===== src/rtl/bus_ram_p.sv =====
// ---------------------------------------------------------------------------
// bus_ram_p
//   Parametrised single-port synchronous RAM used as a slave on the simple bus.
//   It keeps the cen/wen request style and adds the following features:
//     - byte-lane write enables
//     - out-of-range detection
//     - a read-valid strobe with 1 or 2 cycles of latency
//     - a post-reset sequencer that clears every word to zero
//
// Ports
//   clk         rising-edge clock for all state
//   reset_n     asynchronous active-low reset
//   cen         request valid (chip enable)
//   wen         1 = write, 0 = read; only looked at when cen=1
//   be          byte-lane write enables; bit i covers din[8i+7:8i]
//   addr        word address
//   din         write data
//   dout        read data; forced to 0 whenever dout_valid=0
//   dout_valid  one-cycle strobe marking read data on dout
//   busy        high while the clear sequencer owns the array
//   err         one-cycle strobe for an accepted access with addr >= DEPTH
//
// Parameter legality
//   DATA_WIDTH must be a multiple of 8.
//   DEPTH must satisfy 1 <= DEPTH <= 2**ADDR_WIDTH.
//   READ_LATENCY must be 1 or 2.
// ---------------------------------------------------------------------------
module bus_ram_p #(
    parameter int DATA_WIDTH     = 32,
    parameter int ADDR_WIDTH     = 5,
    parameter int DEPTH          = 32,
    parameter int READ_LATENCY   = 1,
    parameter int CLEAR_ON_RESET = 1
) (
    input  logic                    clk,
    input  logic                    reset_n,
    input  logic                    cen,
    input  logic                    wen,
    input  logic [DATA_WIDTH/8-1:0] be,
    input  logic [ADDR_WIDTH-1:0]   addr,
    input  logic [DATA_WIDTH-1:0]   din,
    output logic [DATA_WIDTH-1:0]   dout,
    output logic                    dout_valid,
    output logic                    busy,
    output logic                    err
);

    localparam int NUM_LANES = DATA_WIDTH / 8;

    // One extra bit so that DEPTH = 2**ADDR_WIDTH is still representable.
    localparam logic [ADDR_WIDTH:0]   DEPTH_W   = (ADDR_WIDTH + 1)'(DEPTH);
    localparam logic [ADDR_WIDTH-1:0] LAST_WORD = ADDR_WIDTH'(DEPTH - 1);

    typedef enum logic {
        ST_CLEAR,
        ST_READY
    } state_t;

    localparam state_t RESET_STATE = (CLEAR_ON_RESET != 0) ? ST_CLEAR : ST_READY;

    state_t                  state_q;
    state_t                  state_d;
    logic [ADDR_WIDTH-1:0]   clr_cnt;
    logic [DATA_WIDTH-1:0]   mem [DEPTH];

    logic                    in_range;
    logic                    acc;
    logic                    wr_acc;
    logic                    rd_acc;

    // Read pipeline stage 1, which is loaded at the accepting edge.
    logic                    rd_v1;
    logic                    rd_e1;
    logic [DATA_WIDTH-1:0]   rd_d1;

    // Out-of-range write flag; it is always reported one cycle after acceptance.
    logic                    wr_err;

    // -----------------------------------------------------------------------
    // Request decode
    // -----------------------------------------------------------------------
    assign in_range = {1'b0, addr} < DEPTH_W;
    assign acc      = cen & ~busy;
    assign wr_acc   = acc & wen;
    assign rd_acc   = acc & ~wen;

    // -----------------------------------------------------------------------
    // FSM: state register
    // -----------------------------------------------------------------------
    // NOTE: sequential state uses non-blocking assignments so every register
    // samples the pre-edge values, whatever the process ordering.
    always_ff @(posedge clk or negedge reset_n) begin
        if (!reset_n) begin
            state_q <= RESET_STATE;
        end else begin
            state_q <= state_d;
        end
    end

    // -----------------------------------------------------------------------
    // FSM: next-state logic
    // -----------------------------------------------------------------------
    // NOTE: the default assignment at the top means no path leaves state_d
    // unassigned, so no latch is inferred.
    always_comb begin
        state_d = state_q;
        case (state_q)
            ST_CLEAR: if (clr_cnt == LAST_WORD) state_d = ST_READY;
            ST_READY: state_d = ST_READY;
            default:  state_d = RESET_STATE;
        endcase
    end

    // -----------------------------------------------------------------------
    // FSM: outputs
    // -----------------------------------------------------------------------
    always_comb begin
        busy = 1'b0;
        if (state_q == ST_CLEAR) busy = 1'b1;
    end

    // -----------------------------------------------------------------------
    // Clear address counter
    // -----------------------------------------------------------------------
    // The counter is only meaningful in CLEAR. Because READY is terminal,
    // the wrap after the last word is harmless.
    always_ff @(posedge clk or negedge reset_n) begin
        if (!reset_n) begin
            clr_cnt <= '0;
        end else if (busy) begin
            clr_cnt <= clr_cnt + 1'b1;
        end
    end

    // -----------------------------------------------------------------------
    // Storage array
    // -----------------------------------------------------------------------
    // NOTE: the array has no reset branch. Zeroing is done word by word by the
    // clear sequencer, so the array can still map onto plain RAM macros.
    always_ff @(posedge clk) begin
        if (busy) begin
            mem[clr_cnt] <= '0;
        end else if (wr_acc && in_range) begin
            for (int i = 0; i < NUM_LANES; i++) begin
                if (be[i]) mem[addr][8*i +: 8] <= din[8*i +: 8];
            end
        end
    end

    // -----------------------------------------------------------------------
    // Read pipeline stage 1 and write error flag
    // -----------------------------------------------------------------------
    // The data register is zeroed whenever no in-range read is accepted. The
    // "dout=0 when not valid" rule therefore carries through any later stage
    // without extra masking.
    always_ff @(posedge clk or negedge reset_n) begin
        if (!reset_n) begin
            rd_v1  <= 1'b0;
            rd_e1  <= 1'b0;
            rd_d1  <= '0;
            wr_err <= 1'b0;
        end else begin
            rd_v1  <= rd_acc;
            rd_e1  <= rd_acc & ~in_range;
            rd_d1  <= (rd_acc && in_range) ? mem[addr] : '0;
            wr_err <= wr_acc & ~in_range;
        end
    end

    // -----------------------------------------------------------------------
    // Output stage selected by READ_LATENCY
    // -----------------------------------------------------------------------
    generate
        if (READ_LATENCY == 2) begin : g_lat2
            logic                  rd_v2;
            logic                  rd_e2;
            logic [DATA_WIDTH-1:0] rd_d2;

            always_ff @(posedge clk or negedge reset_n) begin
                if (!reset_n) begin
                    rd_v2 <= 1'b0;
                    rd_e2 <= 1'b0;
                    rd_d2 <= '0;
                end else begin
                    rd_v2 <= rd_v1;
                    rd_e2 <= rd_e1;
                    rd_d2 <= rd_d1;
                end
            end

            assign dout       = rd_d2;
            assign dout_valid = rd_v2;
            // A read error (+2) and a write error (+1) can land in the same
            // cycle when an out-of-range write follows an out-of-range read.
            assign err        = rd_e2 | wr_err;
        end else begin : g_lat1
            assign dout       = rd_d1;
            assign dout_valid = rd_v1;
            assign err        = rd_e1 | wr_err;
        end
    endgenerate

endmodule


===== config.mk =====
export PLATFORM = sky130hd
export DESIGN_NAME = bus_ram_p
export DESIGN_NICKNAME = d
export VERILOG_FILES = /design/src/rtl/bus_ram_p.sv
export SDC_FILE = /design/constraint.sdc
export NUM_CORES = 1
export LEC_CHECK = 0
export ABC_AREA = 0
export CAP_MARGIN = 40
export CORE_MARGIN = 10
export CORE_UTILIZATION = 31
export CTS_CLUSTER_SIZE = 8
export DETAILED_ROUTE_END_ITERATION = 10
export PLACE_DENSITY_LB_ADDON = 0.12
export REMOVE_ABC_BUFFERS = 1
export SETUP_SLACK_MARGIN = 0.2
export SLEW_MARGIN = 15
export SYNTH_ARGS = -nofsm -noshare
export SYNTH_HDL_FRONTEND = slang
export SYNTH_SLANG_ARGS = --single-unit

===== constraint.sdc =====
create_clock -name clk -period 6.3 [get_ports clk]
set_clock_uncertainty 0.15 [all_clocks]
set_input_delay 0.945 -clock clk [delete_from_list [all_inputs] [get_ports clk]]
set_output_delay 0.945 -clock clk [all_outputs]
set_load 0.05 [all_outputs]

== After elaboration in Yosys (flattened, before gate mapping) ==
Memory sizes are Yosys's and may differ from the RTL's.
Index checks and enable logic that the tools add are counted.

* Logic and storage cells: 36
* Bits in writable memories: 1,024
* Bits of input ports: 45
* Output and inout bits: 35
* Register bits: 39
* Memories kept: 1

* Reduce and logical (&&, ||, !) cells: 1
* Add/subtract/negate cells: 1
* Multiplexer cells: 23
* Bitwise logic cells: 5
* Equal/unequal tests: 1

{| class="wikitable"
|+ Memory list
! name !! words !! width !! rd ports !! clocked after memory_dff !! wr ports !! RTL line !! source
|-
| mem || 32 || 32 || 1 || 0 || 1 || 64 || <nowiki>logic [DATA_WIDTH-1:0] mem [DEPTH];</nowiki>
|}

{| class="wikitable"
|+ Operator list
! kind !! number
|-
| $mux W32 || 2
|-
| $reduce_or A32 Y1 || 1
|-
| $mux W1 || 18
|-
| $add A5 B1 Y5 const B || 1
|-
| $eq A5 B5 Y1 const B || 1
|-
| $mux W5 || 1
|-
| $mux W4 || 1
|-
| $and A1 B1 Y1 || 3
|-
| $not A1 Y1 || 2
|-
| $pmux W1 S2 || 1
|}

== Depth between registers and ports, before layout ==
* Depth after elaboration: 7
* Gate-level depth with buffers: 9
* Gate-level depth less buffers: 4

== Worst setup path before layout ==
No wires, ideal clock.

* Kind: in2reg
* Start: in addr[0]
* End: mem mem[11][0] (enable)
* Cell stages on the path: 8
* Buffers on the path: 4
* Required time: 5.780 ns
* Arrival: 2.550 ns
* Slack: 3.230 ns
* Setup time: 0.370 ns
* Cell sequence: buf_4 buf_12 buf_12 buf_6 nand2_1 or4_1 o31a_2 nor2_1

* Word-level cells in the longest chain between the ends: 1

{| class="wikitable"
|+ Ends and longest elaborated chain
! what !! RTL line !! source
|-
| start, declared || 40 || <nowiki>input logic [ADDR_WIDTH-1:0] addr,</nowiki>
|-
| $mux W5 (no source line) || -- ||
|-
| end, declared || 64 ||
|}

Every way passes these cells.

== Worst setup path after layout ==
* Start: in be[2]
* End: mem mem[30][16] (enable)

* Word-level cells in the longest chain between the ends: 6
* Elaborated cells between the ends (all ways): 7
* Those cells by class: mux: 6; reduce/logical: 1

{| class="wikitable"
|+ Ends and longest elaborated chain
! what !! RTL line !! source
|-
| start, declared || 39 || <nowiki>input logic [DATA_WIDTH/8-1:0] be,</nowiki>
|-
| $mux W1 * || 145 || <nowiki>if (be[i]) mem[addr][8*i +: 8] <= din[8*i +: 8];</nowiki>
|-
| $mux W1 * || 143 || <nowiki>end else if (wr_acc && in_range) begin</nowiki>
|-
| $mux W1 * || 141 || <nowiki>if (busy) begin</nowiki>
|-
| $mux W1 (not written as such) * || 145 ||
|-
| $reduce_or A32 Y1 (no source line) || -- ||
|-
| $mux W5 (no source line) / $mux W4 (equally long branches) || -- ||
|}

Mark *: on every way between the ends. The rest lies on a longest branch, timed or not.

==> results.md <==
- Worst path required time: 6.51 ns
- Hold Crit Class: flip-flop to flip-flop
- P&R area growth vs syn: 17.89%
- # IOs: 80
- Core area: 0.1333 mm^2
- Pwr/cell area: 322.9 mW/mm^2
- Final hold slack: 0.4836 ns
- WHS Path Cells: 1
- Nets@finish: 2203
- Crit path DAT: 3.92 ns
- Die W: 386.1 um
- Final Max Slew Viols: 0
- # clock sinks: 1063
- CTS Buf Count: 151
- DR vias: 20340
- Status: finished clean
- Synth Instances: 1970
- Post-synthesis cell area: 0.04154 mm^2
- Total GRT Usage: 15.60%
- Clock Tree Root: clkbuf_16
- Tmin final: 3.707 ns
- Routed len/inst: 29.11 um
- Final instance area: 0.04897 mm^2
- Worst skew pair latency: 0.74 ns
- #FFs+latches synth: 1063
- Final core utilization: 36.74%
- Final routed DRC violation total: 0
- H-tree lvl count: 4
- Chip Height: 386.1 um
- Worst Setup End Kind: flip-flop
- Hpwl dp: 74320 um
- WL final: 116600 um
- Hold Path Sink: clr_cnt[4]$_DFFE_PN0N_
- TritonCTS clock tree: done
- CTS clock-pin slew for the worst setup and hold paths: 0.05 ns
- Fin. Hold Viols: 0
- Register area share after synthesis: 76.37%
- FF-to-FF path depth: 6
- Largest net degree at the start of global routing: 102
- Number of antenna violations at the first check in global routing: 6
- Least-Margin Pin Slew: 0.8909 ns
- Lkg Pwr: 17.55 nW
- Syn Area/Cell: 21.09 um^2
- Initial DRC Count: 1989
- DIE AREA: 0.1491 mm^2
- Placer Congestion: 0.7636
- Worst r2r src: state_q$_DFF_PN0_
- Setup-failing EPs final: 0
- Capture point of the worst reg-to-reg path: mem[8][3]$_DFFE_PP_
- Fmax: 0.2698 GHz
- Startpoint Class: input port
- Period utilization: 58.84%
- Grt ovf: 0
- Slew headroom: 38.91%
- VDD IR-drop max: 0.2421 mV
- Crit path max fanout: 9
- Total power: 0.01582 W
- Initial Utilization: 31.17%
- Total of max-cap violations: 0
- ANT nets after route: 0
- Reg2reg setup slack: 2.87 ns
- CTS Buffer Depth: 3
- Layout cell share with drive strength beyond 1: 23.43%
- Number of library cell types mapped by synthesis: 51
- Port Buffers: 78
- YS warnings: 0
- Number of global-route vias before repair: 21500
- Vias per inst: 5.075
- Critical path class: input port to flip-flop
- Hold path start: clr_cnt[4]$_DFFE_PN0N_
- Post-DP Area: 0.04459 mm^2
- RSZ-0062 raised after global routing: false
- First-pass GRT wire length: 165500 um
- Total negative slack: 0 ns
- Row count: 134
- Drt pass-1 iters: 7
[kinds of logic (layout without fill, tap and decap cells)]
kind of cell | after synthesis | after routing | synth area share [%]
mux | 362 | 362 | 15.50
xor+xnor | 3 | 3 | 0.06326
fa+ha+maj | 2 | 2 | 0.06023
simple gates | 243 | 243 | 2.705
other cells | 1 | 4 | 0.009027
flops | 1063 | 1063 | 76.37
buf+inv | 128 | 394 | 2.057
compound gates | 168 | 168 | 3.235
[cell usage after synthesis, drive strengths merged]
library cell     n  share of area (%)
xnor2            3              0.063
conb             1             0.0090
mux2             2              0.054
a31oi           33               0.51
a21boi           1              0.045
and2             1              0.015
and3            35               0.53
nor3             6              0.072
inv              3              0.027
mux2i          136                3.3
a221oi          25               0.53
buf             74                1.5
ha               2              0.060
a21oi            1              0.012
clkbuf          51               0.48
nand3b           1              0.018
nor4             1              0.051
nand3           10               0.13
nor2b            4              0.060
mux4           224                 12
o31a             4              0.090
nand2b           8               0.12
o2111ai          7               0.15
a22oi           32               0.58
or4              6               0.12
dfrtp           39                2.3
nand2           23               0.21
a221o           32               0.77
o21ai           30               0.47
edfxtp        1024                 74
nor2           143                1.3
nand4            4              0.060
o41a             3              0.081
or2              1              0.015
[state kept, by name, indices dropped and copies added (netlist names)]
| register | cells |
|---|---|
| dout | 32 |
| mem | 1024 |
| state_q | 1 |
| clr_cnt | 5 |
| dout_valid | 1 |
[worst max-delay path, stage by stage]
cell and delay, ns:
clkdlybuf4s50_1 0.49, nor4_4 0.59, nor2_2 0.23, buf_8 0.21
o31a_1 0.55, buf_4 0.31, nor2_1 0.57
[placed cells by master (no fill, tap or decap), types with 5 or more instances in the layout]
cell type / instances
nand2_1: 23
nor2_1: 139
dfrtp_1: 39
and3_1: 11
clkdlybuf4s50_1: 73
a31oi_1: 32
nor3_1: 6
nand3_1: 9
buf_4: 55
a221oi_1: 25
clkbuf_1: 66
clkbuf_16: 156
mux2i_1: 132
and3_2: 24
o21ai_1: 24
edfxtp_1: 1024
a22oi_1: 32
mux4_2: 223
a221o_1: 32
o2111ai_1: 7
or4_1: 5
buf_16: 10
buf_8: 9
nand2b_1: 8
[worst max-delay path by stage]
stage,from,endpoint,slack [ns]
6_report,be[2],mem[30][16]$_DFFE_PP_,2.59
5_1_grt,be[2],mem[30][5]$_DFFE_PP_,2.47
4_1_cts,be[2],mem[30][1]$_DFFE_PP_,2.60
3_5_place_dp,be[2],mem[30][6]$_DFFE_PP_,1.82
3_3_place_gp,cen,mem[1][30]$_DFFE_PP_,1.19
2_1_floorplan,addr[3],mem[8][0]$_DFFE_PP_,3.14
[stage by stage]
step,std cells,worst slack (ns)
4_1_cts,3996,2.595
3_3_place_gp,3731,1.186
2_1_floorplan,1845,3.138
5_1_grt,4004,2.471
6_report,4007,2.593
3_5_place_dp,3762,1.817
[layout make-up]
type	count	area, um^2
Fill cell	12180	84320
Sequential cell	1063	31730
Multi-Input combinational cell	779	9045
Clock buffer	223	4165
Tap cell	1768	2212
Timing Repair Buffer	158	1693
Clock inverter	10	112.6
Inverter	3	13.76
Antenna cell	3	7.507
[power breakdown]
group          switching (W)  total (W)  internal, W  leakage [nW]
registers         0.00000331    0.00775      0.00775          11.8
clock network        0.00289    0.00740      0.00450          2.06
logic               0.000443   0.000666     0.000223          3.73
total                0.00334     0.0158       0.0125          17.5
[per-layer routing]
layer	up-vias	share of wire, %	track usage, %
met5	-	0.035	0
met1	10950	45	22.20
met2	630	47	24.33
met4	6	1.7	3.748
met3	146	6.0	3.361
li1	8603	-	-
[timing repair]
action,CTS,global route
endpoints found under the hold margin,3,0
setup buffers,0,0
gates resized for setup,0,0
hold buffers,1,0
No activity file was read; power rests on OpenSTA's default activity.
